## src/rtl/pc_fetch_unit.sv

```systemverilog
// Fetch front end: owns the PC, drives instruction memory and
// buffers {pc, instr} pairs for decode behind a valid/ready handshake.
module pc_fetch_unit #(
    parameter int unsigned MEM_WORDS = 512,
    parameter int unsigned DEPTH     = 2,
    parameter int unsigned RESET_PC  = 0
) (
    input  logic        clk,
    input  logic        rst,
    input  logic        fetch_en,
    output logic [31:0] pc,
    input  logic [31:0] rd,
    input  logic        redirect_valid,
    input  logic [31:0] redirect_pc,
    output logic        out_valid,
    input  logic        out_ready,
    output logic [31:0] out_instr,
    output logic [31:0] out_pc,
    output logic [31:0] fetch_count
);

    localparam int unsigned AW = $clog2(MEM_WORDS);
    localparam int unsigned PW = $clog2(DEPTH);

    localparam logic [AW-1:0] RST_PC  = AW'(RESET_PC);
    localparam logic [PW:0]   DEPTH_C = (PW + 1)'(DEPTH);

    typedef struct packed {
        logic [AW-1:0] pc;
        logic [31:0]   instr;
    } fetch_entry_t;

    logic [AW-1:0] pc_q;
    logic [PW-1:0] head_q;
    logic [PW-1:0] tail_q;
    logic [PW:0]   count_q;
    logic [31:0]   fcnt_q;
    fetch_entry_t  buf_q [DEPTH];

    logic         pop;
    logic         can_push;
    logic         push;
    fetch_entry_t head_e;

    assign pop      = out_valid & out_ready;
    assign can_push = fetch_en & ((count_q < DEPTH_C) | pop);
    assign push     = can_push & ~redirect_valid;

    assign head_e      = buf_q[head_q];
    assign pc          = 32'(pc_q);
    assign out_valid   = (count_q != '0);
    assign out_instr   = out_valid ? head_e.instr : 32'd0;
    assign out_pc      = out_valid ? 32'(head_e.pc) : 32'd0;
    assign fetch_count = fcnt_q;

    always_ff @(posedge clk) begin
        if (rst) begin
            pc_q    <= RST_PC;
            head_q  <= '0;
            tail_q  <= '0;
            count_q <= '0;
            fcnt_q  <= '0;
        end else if (redirect_valid) begin
            // Upper target bits drop out: the PC wraps modulo MEM_WORDS
            pc_q    <= redirect_pc[AW-1:0];
            head_q  <= '0;
            tail_q  <= '0;
            count_q <= '0;
        end else begin
            if (push) begin
                pc_q   <= pc_q + AW'(1);
                tail_q <= tail_q + PW'(1);
                fcnt_q <= fcnt_q + 32'd1;
            end
            if (pop) begin
                head_q <= head_q + PW'(1);
            end
            if (push && !pop) begin
                count_q <= count_q + (PW + 1)'(1);
            end else if (pop && !push) begin
                count_q <= count_q - (PW + 1)'(1);
            end
        end
    end

    // Entry storage needs no reset; out_* are gated by out_valid
    always_ff @(posedge clk) begin
        if (!rst && push) begin
            buf_q[tail_q] <= '{pc: pc_q, instr: rd};
        end
    end

endmodule

```

## config.mk

```make
export PLATFORM = sky130hd
export DESIGN_NAME = pc_fetch_unit
export DESIGN_NICKNAME = d
export VERILOG_FILES = /design/src/rtl/pc_fetch_unit.sv
export SDC_FILE = /design/constraint.sdc
export NUM_CORES = 1
export LEC_CHECK = 0
export ABC_AREA = 1
export BUFFER_PORTS_ARGS = -buffer_cell sky130_fd_sc_hd__buf_2
export CORE_ASPECT_RATIO = 1.1
export CORE_MARGIN = 1
export CORE_UTILIZATION = 55
export CTS_CLUSTER_DIAMETER = 80
export DETAILED_ROUTE_END_ITERATION = 10
export PLACE_DENSITY = 0.95
export SLEW_MARGIN = 30
export SYNTH_ARGS = -nofsm -noshare
export SYNTH_HDL_FRONTEND = slang
export SYNTH_SLANG_ARGS = --single-unit
export TNS_END_PERCENT = 5
```

## constraint.sdc

```tcl
create_clock -name clk -period 14.3 [get_ports clk]
set_input_delay 2.86 -clock clk [delete_from_list [all_inputs] [get_ports clk]]
set_output_delay 2.86 -clock clk [all_outputs]
set_load 0.01 [all_outputs]
```

==> flow_summary.json, run 1 <==
{
  "status": "finished, final reports clean",
  "min_path_type": "flop to flop",
  "cts_sinks": 128,
  "required_ns": 11.44,
  "pin_count": 198,
  "layout_commonest_cell": "nand2_1",
  "drv_slew": 0,
  "seq_power_share_pct": 45.9,
  "vdd_drop_max_mv": 0.0796,
  "max_freq_mhz": 205,
  "remaining_drc_errors": 0,
  "start_kind": "flop",
  "post-cts-setup-buffers": 0,
  "antenna_left": 0,
  "worstPathArrival_ns": 2.01,
  "cts_resized": 0,
  "p_sw_uw": 206,
  "ys_seq_elements": 128,
  "root_buffer": "clkbuf_16",
  "clock_skew_ns": 0.00836,
  "synth_top_area_share_pct": 41.3,
  "worst_slack_ns": 9.43,
  "cts.clk_slew.worst_paths_ns": 0.05,
  "wl_per_cell_um": 14.1,
  "routed_wl_um": 13300,
  "cap_viol_max_count": 0,
  "maxSlewHeadroom_pct": 56.4,
  "syn_area_mm2": 0.00597,
  "yosysTopAreaCell": "edfxtp_1",
  "fin_crit_ns": 4.87,
  "nets": 854,
  "cts_inserted_buffers": 17,
  "intPower_uw": 678,
  "grt.met1_usage_pct": 26.8,
  "first_pass_iters": 5,
  "dp_hpwl_um": 8700,
  "rsz0062_at_grt": "false",
  "grtUsageMet3_pct": 8.07,
  "vias": 4842,
  "ctsHoldBuffers": 0,
  "tightest_slew_ns": 0.653,
  "dr.first_iter.drc_count": 255,
  "dp_slack_ns": 9.53,
  "syn_to_final_growth_pct": 19.8,
  "overflow": 0,
  "antenna_found_initial": 1,
  "grt.busiest_layer": "met2",
  "core_mm2": 0.0105,
  "p_clk_share_pct": 47.7,
  "avgViaCountPerCell": 5.16,
  "cts_tree": "done",
  "place.gp.congestion": 0.868,
  "yosysWarnings": 0,
  "worstSetupPathType": "flop to output pin",
  "path_max_fanout": 42,
  "grtUsageMet2_pct": 41.1,
  "port_buffers": 128,
  "avgSynthCellArea_um2": 9.17,
  "grt_usage_pct": 24.0,
  "power_density_mw_per_mm2": 124,
  "dieArea_mm2": 0.0113,
  "synth.area.top_cells": "edfxtp_1 41%, dfxtp_1 15%, nand2_1 10%",
  "finalHoldViolations": 0,
  "drive_gt1_share_pct": 24.2,
  "die_h_um": 111,
  "synth_seq_area_share_pct": 56.7,
  "finalSetupViolCount": 0,
  "combPwrFrac_pct": 6.4,
  "final_cell_mix": "165 x nand2_1, 128 x buf_2, 82 x edfxtp_1, 63 x nor2_1, 61 x a21oi_1",
  "first_global_vias": 4407,
  "grt_pass1_wl_um": 20700,
  "endpoint_kind": "output pin",
  "grt_max_degree": 44,
  "std_cell_rows": 39,
  "clk_latency_ns": 0.41,
  "timing.final.crit_share_pct": 34.1,
  "synth_cell_types": 31,
  "start_util_pct": 56.9,
  "tns_ns": 0,
  "clockBufferDepth": 2,
  "diodes": 0,
  "switching_share_pct": 23.3,
  "cts-htree-levels": 4,
  "p_leak_uw": 0.00307,
  "netlist_instances": 651,
  "chipWidth_um": 101
}
-- critical path: stages (launching register included) --
cell and delay (ns):
dfxtp_1 0.30, buf_4 0.27, inv_1 0.11, buf_4 0.38
nand2_1 0.13, a21oi_1 0.21, buf_2 0.17
-- metal layers --
| metal | share of wire (%) | vias to the layer above |
|---|---|---|
| met5 | 0.12 | - |
| met4 | 2.2 | 2 |
| met3 | 9.7 | 35 |
| met2 | 51 | 215 |
| met1 | 37 | 2259 |
| li1 | - | 2331 |
-- registers in the layout, summed over array words and instances, names as in the netlist, named ones only --
name / flops
buf_q: 82
count_q: 2
fetch_count: 32
head_q: 1
pc_q: 9
tail_q: 1
-- cell usage after synthesis (all sizes together) --
cell type  number
a21o            1
a21oi          61
a31oi           3
buf            51
clkbuf         15
clkinv          1
conb            1
dfxtp          46
edfxtp         82
ha              3
inv            53
nand2         171
nand3          34
nand4          12
nor2           75
nor3           10
nor3b           1
o21ai          20
or2             1
xnor2           3
xor2            7
-- stage by stage --
stage,instances,area (um^2),power (uW),utilization [%],hold WS [ns]
floorplan,696,6140,456,-,0.425
global placement,906,6570,466,62.6,0.436
detailed placement,906,6570,469,62.6,0.449
CTS,938,7150,886,68.2,0.458
global route,938,7150,912,68.2,0.488
finish,938,7150,884,68.2,0.453
-- final cells by class --
cell class                      count  area (um^2)
Sequential cell                   128         3380
Multi-Input combinational cell    448         2120
Fill cell                         765         3340
Tap cell                          143          179
Clock buffer                       17          425
Clock inverter                     15          159
Timing Repair Buffer              133          678
Inverter                           54          208
-- cells by family after synthesis --
| group | synth area share (%) |
|---|---|
| compound gates | 7.23 |
| xor+xnor | 1.47 |
| fa+ha+maj | 0.629 |
| buf+inv | 10.9 |
| flops | 56.7 |
| other cells | 0.0628 |
| simple gates | 23.1 |
-- power groups by stage --
stage | sequential (uW) | clock [uW] | combinational [uW]
floorplan | 413 | 0 | 42.0
global route | 406 | 442 | 63.4
CTS | 406 | 424 | 56.1
global placement | 413 | 0 | 53.5
detailed placement | 413 | 0 | 55.4
finish | 406 | 421 | 56.7
-- worst paths after layout --
path                            from                       to  slack, ns  cells after the start
min reg2reg      head_q$_SDFFE_PP0P_      head_q$_SDFFE_PP0P_       0.45                      1
max                             flop             out_instr[2]       9.43                      6
max reg2reg  count_q[1]$_SDFFE_PP0P_  count_q[1]$_SDFFE_PP0P_      12.13                      8
min              head_q$_SDFFE_PP0P_      head_q$_SDFFE_PP0P_       0.45                      1
No activity file was read; power rests on OpenSTA's default activity.
==> run 2, diff against run 1 <==
--- a/config.mk
+++ b/config.mk
@@ -5,14 +5,14 @@
 export SDC_FILE = /design/constraint.sdc
 export NUM_CORES = 1
 export LEC_CHECK = 0
-export ABC_AREA = 1
+export ABC_AREA = 0
 export BUFFER_PORTS_ARGS = -buffer_cell sky130_fd_sc_hd__buf_2
 export CORE_ASPECT_RATIO = 1.1
 export CORE_MARGIN = 1
-export CORE_UTILIZATION = 55
+export CORE_UTILIZATION = 45
 export CTS_CLUSTER_DIAMETER = 80
 export DETAILED_ROUTE_END_ITERATION = 10
-export PLACE_DENSITY = 0.95
+export PLACE_DENSITY = 0.85
 export SLEW_MARGIN = 30
 export SYNTH_ARGS = -nofsm -noshare
 export SYNTH_HDL_FRONTEND = slang
==> constraint.sdc (replaced) <==
create_clock -name clk -period 4.4 [get_ports clk]
set_input_delay 0.88 -clock clk [delete_from_list [all_inputs] [get_ports clk]]
set_output_delay 0.88 -clock clk [all_outputs]
set_load 0.01 [all_outputs]
==> run 2 against run 1 <==
Compared with the run above: flip-flop and latch count stayed put; combinational power rose to 3.4 times the previous value; clock skew is 0.0011 ns higher; hold slack gained 0.055 ns; die area is 18% higher; sequential share of layout area rose by 1.0 points; register-to-register slack got worse by 10 ns; critical path depth decreased by 2; clock power rose to 3.3 times the previous value; sequential power grew to 3.3 times the previous value; critical path type unchanged; critical endpoint is now out_pc[5].
==> flow_summary.json, run 2 <==
{
  "dp_hpwl_um": 7880,
  "utilization_pct": 55.6,
  "chipWidth_um": 110,
  "first_pass_iters": 4,
  "fin_hold_ws_ns": 0.508,
  "clockBufferDepth": 2,
  "antenna_left": 0,
  "remaining_drc_errors": 0,
  "place.gp.congestion": 0.760,
  "status": "finished, final reports clean",
  "netlist_instances": 495,
  "endpoint": "out_pc[5]",
  "cts_inserted_buffers": 17,
  "routed_wl_um": 11700,
  "clock_skew_ns": 0.00946,
  "ys.flop_type": "edfxtp_1",
  "synth_cell_types": 38,
  "worstRegToRegCells": 4,
  "syn_to_final_growth_pct": 21.1,
  "endpoint_kind": "output pin",
  "synth_top_area_share_pct": 42.6,
  "synthMuxAreaShare_pct": 9.23,
  "root_buffer": "clkbuf_16",
  "required_ns": 3.52,
  "grt_usage_pct": 17.5,
  "power_density_mw_per_mm2": 418,
  "synth_edf_count": 82,
  "placed_area_mm2": 0.00638,
  "synth-compound-area-share_pct": 4.22,
  "multi_input_area_mm2": 0.00210,
  "yosysMostFrequentCell": "edfxtp_1",
  "max_freq_mhz": 337,
  "rr_startpoint": "fetch_count[11]$_SDFFE_PP0P_",
  "reg2reg_to": "fetch_count[31]$_SDFFE_PP0P_",
  "start_kind": "flop",
  "rrSetupSlack_ns": 2.10,
  "ctsHoldBuffers": 0,
  "fin_area_mm2": 0.00701,
  "path_cells": "buf_4 -> mux2i_1 -> nor2_1 -> buf_2",
  "layout_commonest_cell": "buf_2",
  "seq_area_mm2": 0.00338,
  "avgViaCountPerCell": 5.16,
  "port_buffers": 128,
  "synth-simple-area-share_pct": 15.8,
  "cts_sinks": 128,
  "drive_gt1_share_pct": 28.8,
  "syn_area_mm2": 0.00579,
  "fin_crit_ns": 2.96,
  "cts_resized": 0,
  "grt_max_degree": 60,
  "cts_tree": "done",
  "vias": 4069,
  "ys_seq_elements": 128,
  "synth_top_family_by_area": "simple AND/OR/NAND/NOR gates",
  "synth_commonest_cells": "82 x edfxtp_1, 70 x nor2_1, 47 x buf_4, 46 x dfxtp_1, 41 x mux2i_1",
  "top_register": "buf_q",
  "min_path_type": "flop to flop",
  "yosysWarnings": 0,
  "largest_reg_flops": 82,
  "timing.final.crit_share_pct": 67.4,
  "dieArea_mm2": 0.0133,
  "vdd_drop_max_mv": 0.257,
  "finalHoldViolations": 0,
  "antenna_found_initial": 1,
  "yosysTopAreaCell": "edfxtp_1",
  "grt_pass1_wl_um": 17700,
  "path_max_fanout": 21,
  "worstPathArrival_ns": 2.08,
  "tightest_slew_ns": 0.824,
  "finalSetupViolCount": 0,
  "core_mm2": 0.0126,
  "overflow": 0,
  "async_reset_ff_share_pct": 0,
  "numPlacedInstances": 755,
  "std_cell_rows": 43,
  "post-cts-setup-buffers": 0,
  "die_h_um": 121,
  "worst_slack_ns": 1.44,
  "p_leak_uw": 0.00277,
  "pin_count": 198,
  "drv_slew": 0,
  "dp_slack_ns": 1.35,
  "stdcell_count": 789,
  "cts.clk_slew.worst_paths_ns": 0.06,
  "synth_seq_area_share_pct": 58.5,
  "cts-htree-levels": 4,
  "cp_slowest_cell": "dfxtp_2",
  "maxSlewHeadroom_pct": 44.9,
  "final_cell_mix": "127 x buf_2, 82 x edfxtp_1, 69 x nor2_1, 46 x conb_1, 45 x dfxtp_1",
  "max_stage_delay_ns": 0.75,
  "nets": 690,
  "dr.first_iter.drc_count": 232,
  "rsz0062_at_grt": "false",
  "cap_viol_max_count": 0,
  "avgSynthCellArea_um2": 11.7,
  "start_util_pct": 46.0,
  "synth_xor_area_share_pct": 2.88,
  "clk_latency_ns": 0.41,
  "wl_per_cell_um": 14.8,
  "first_global_vias": 3751,
  "worstSetupPathType": "flop to output pin",
  "synthAdderAreaFrac_pct": 0.649,
  "synth.area.top_cells": "edfxtp_1 43%, dfxtp_1 16%, mux2i_1 7.1%",
  "nFillCells": 1082
}
## run 2: report_power, final
| part | leakage (uW) | internal (uW) | total [uW] | switching, uW |
|---|---|---|---|---|
| sequential | 0.00112 | 1310 | 1330 | 20.4 |
| combinational | 0.00136 | 72.8 | 193 | 120 |
| clock | 0.000293 | 853 | 1410 | 554 |
| total | 0.00277 | 2230 | 2930 | 695 |
## run 2: worst max-delay path: cells and delay by family (launching register included)
family	cells	cell delay, ns
multiplexers	1	0.25
flip-flops	1	0.75
buffers and inverters	2	0.60
AND/OR/NAND/NOR	1	0.06
## run 2: routing by layer
layer | vias up | global-route usage (%) | share of wire, %
met1 | 1970 | 19.7 | 41
met2 | 126 | 30.7 | 52
met5 | - | 0 | 0.11
met3 | 13 | 4.99 | 6.5
met4 | 2 | 6.74 | 0.99
li1 | 1958 | - | -
## run 2: worst min path at each step
stage | slack [ns] | cells after the start | from | end
2_1_floorplan | 0.50 | 2 | fetch_count[17]$_SDFFE_PP0P_ | fetch_count[17]$_SDFFE_PP0P_
3_3_place_gp | 0.47 | 2 | fetch_count[17]$_SDFFE_PP0P_ | fetch_count[17]$_SDFFE_PP0P_
3_5_place_dp | 0.50 | 2 | fetch_count[19]$_SDFFE_PP0P_ | fetch_count[19]$_SDFFE_PP0P_
4_1_cts | 0.51 | 2 | fetch_count[19]$_SDFFE_PP0P_ | fetch_count[19]$_SDFFE_PP0P_
5_1_grt | 0.54 | 0 | pc_q[8]$_SDFFE_PP0P_ | buf_q[1][40]$_DFFE_PP_
6_report | 0.51 | 2 | fetch_count[17]$_SDFFE_PP0P_ | fetch_count[17]$_SDFFE_PP0P_
## run 2: final cells by class
cell class                      instances  area share, %
Sequential cell                       128           48.3
Timing Repair Buffer                  134           10.1
Clock buffer                           17           6.07
Clock inverter                         15           2.48
Antenna cell                            1         0.0357
Inverter                                5          0.268
Multi-Input combinational cell        332           29.9
Tap cell                              157           2.80
## run 2: cells by family after synthesis
kind of cell               Yosys count
and+or+nand+nor                    173
xor gates and xnor gates            19
other                                1
muxes                               52
AOI/OAI and AO/OA                   39
buffers and inverters               80
adders and majority gates            3
DFF                                128
## run 2: through the flow
| stage | setup TNS (ns) | total power (uW) |
|---|---|---|
| final | 0 | 2930 |
| after floorplan | -49.80 | 1490 |
| after global placement | 0 | 1530 |
| after global routing | 0 | 3030 |
| after detailed placement | 0 | 1540 |
| after CTS | 0 | 2960 |
==> run 3, diff against run 2 <==
==> constraint.sdc (replaced) <==
create_clock -name clk -period 2.5 [get_ports clk]
set_input_delay 0.5 -clock clk [delete_from_list [all_inputs] [get_ports clk]]
set_output_delay 0.5 -clock clk [all_outputs]
set_load 0.01 [all_outputs]
==> run 3 against run 2 <==
Compared with the run above: hold slack lost 0.22 ns; sequential power increased by 75%; register-to-register slack worse by 1.6 ns; sequential share of layout area is 0.71 points lower; setup slack got worse by 1.1 ns; combinational power is 77% higher; clock skew shrank 0.0010 ns; critical path type unchanged; highest routed layer is now met4.
==> flow_summary.json, run 3 (synthesis results as in run 2) <==
{
  "syn_to_final_growth_pct": 22.9,
  "wl_per_cell_um": 14.6,
  "top_register": "buf_q",
  "cts_tree": "done",
  "finalHoldViolations": 0,
  "cp_slowest_cell": "dfxtp_2",
  "avgViaCountPerCell": 5.12,
  "vias": 4060,
  "required_ns": 2.00,
  "die_h_um": 121,
  "dieArea_mm2": 0.0133,
  "max_freq_mhz": 460,
  "path_cells": "buf_4 -> mux2i_1 -> nor2_1 -> buf_2",
  "nets": 695,
  "dp_hpwl_um": 7910,
  "ctsHoldBuffers": 0,
  "cts_resized": 0,
  "layout_commonest_cell": "buf_2",
  "timing.final.crit_share_pct": 86.9,
  "port_buffers": 128,
  "worstPathArrival_ns": 1.67,
  "largest_reg_flops": 82,
  "status": "finished, final reports clean",
  "antenna_found_initial": 0,
  "power_density_mw_per_mm2": 743,
  "worst-path-stages": 4,
  "antenna_left": 0,
  "worstRegToRegCells": 6,
  "path_max_fanout": 12,
  "stdcell_count": 793,
  "chipWidth_um": 110,
  "grt_usage_pct": 17.2,
  "drive_gt1_share_pct": 29.6,
  "overflow": 0,
  "grt_max_degree": 49,
  "finalSetupViolCount": 0,
  "first_pass_iters": 4,
  "numPlacedInstances": 761,
  "clock_skew_ns": 0.00845,
  "grt.busiest_layer": "met2",
  "grt_pass1_wl_um": 17500,
  "core_mm2": 0.0126,
  "std_cell_rows": 43,
  "grt.met1_usage_pct": 20.2,
  "cts-htree-levels": 4,
  "first_global_vias": 3756,
  "place.gp.congestion": 0.776,
  "vdd_drop_max_mv": 0.362,
  "cts_inserted_buffers": 17,
  "fin_crit_ns": 2.17,
  "pin_count": 198,
  "hold_depth": 1,
  "cts_sinks": 128,
  "placed_area_mm2": 0.00648,
  "start_kind": "flop",
  "rsz0062_at_grt": "false",
  "clockBufferDepth": 2,
  "min_path_type": "primary input to flop",
  "worst-path-buf-inv": 2,
  "max_stage_delay_ns": 0.56,
  "dr.first_iter.drc_count": 173,
  "fin_area_mm2": 0.00711,
  "routed_wl_um": 11600,
  "post-cts-setup-buffers": 0,
  "diodes": 0,
  "drv_slew": 0,
  "final_cell_mix": "128 x buf_2, 82 x edfxtp_1, 69 x nor2_1, 46 x conb_1, 45 x dfxtp_1",
  "p_leak_uw": 0.00281,
  "remaining_drc_errors": 0,
  "grtUsageMet2_pct": 29.2,
  "critical_path.top_delay_family": "flip-flops",
  "grtUsageMet3_pct": 4.35,
  "root_buffer": "clkbuf_16",
  "start_util_pct": 46.0,
  "cap_viol_max_count": 0,
  "clk_latency_ns": 0.40,
  "cts.clk_slew.worst_paths_ns": 0.06,
  "worstSetupPathType": "flop to output pin",
  "endpoint_kind": "output pin"
}
==> run 3: changes by cell type in the layout (fill, tap and decap cells not counted), moves of 2 or more <==
cell and change:
buf_12 +3, bufinv_16 +2, clkinv_4 -3, buf_4 +2
==> run 3: worst paths after layout <==
path                                  end  slack, ns                         start
max                          out_instr[2]       0.33                          flop
min                buf_q[1][14]$_DFFE_PP_       0.29                        rd[14]
max reg2reg  fetch_count[22]$_SDFFE_PP0P_       0.46   fetch_count[0]$_SDFFE_PP0P_
min reg2reg  fetch_count[19]$_SDFFE_PP0P_       0.50  fetch_count[19]$_SDFFE_PP0P_
==> run 3: area by class of cell <==
cell class	count	area, um^2
clock inverter	15	205
fill	1067	5480
clock buffer	17	425
sequential	128	3380
inverter	5	18.8
tap	157	196
multi-input combinational	332	2120
timing repair buffer	139	761
==> run 3: worst reg2reg max path: stages, from the launching register on <==
cell and delay [ns]:
dfxtp_1 0.41, ha_1 0.21, nand2_1 0.10, or3_1 0.32
buf_4 0.20, nor4_1 0.32, mux2_2 0.37
==> run 3: where the power goes <==
group / internal (uW) / switching, uW
combinational: 127 / 214
clock: 1680 / 924
sequential: 2300 / 34.7
total: 4110 / 1170
==> run 3: per-stage QoR <==
step | setup slack [ns] | utilization (%) | hold WS [ns] | power [uW] | setup TNS [ns]
2_1_floorplan | -0.0730 | - | 0.504 | 2630 | -3.44
6_report | 0.328 | 56.5 | 0.286 | 5280 | 0
3_5_place_dp | 0.251 | 51.5 | 0.487 | 2720 | 0
3_3_place_gp | 0.286 | 51.5 | 0.474 | 2700 | 0
4_1_cts | 0.294 | 56.5 | 0.268 | 5340 | 0
5_1_grt | 0.197 | 56.5 | 0.267 | 5460 | 0
==> run 3: per-layer routing <==
metal	share of wire, %	vias up	wire [um]
li1	-	1961	-
met1	41	1942	4800
met3	6.5	12	756
met2	51	145	5900
met4	1.2	0	136
met5	0	-	0
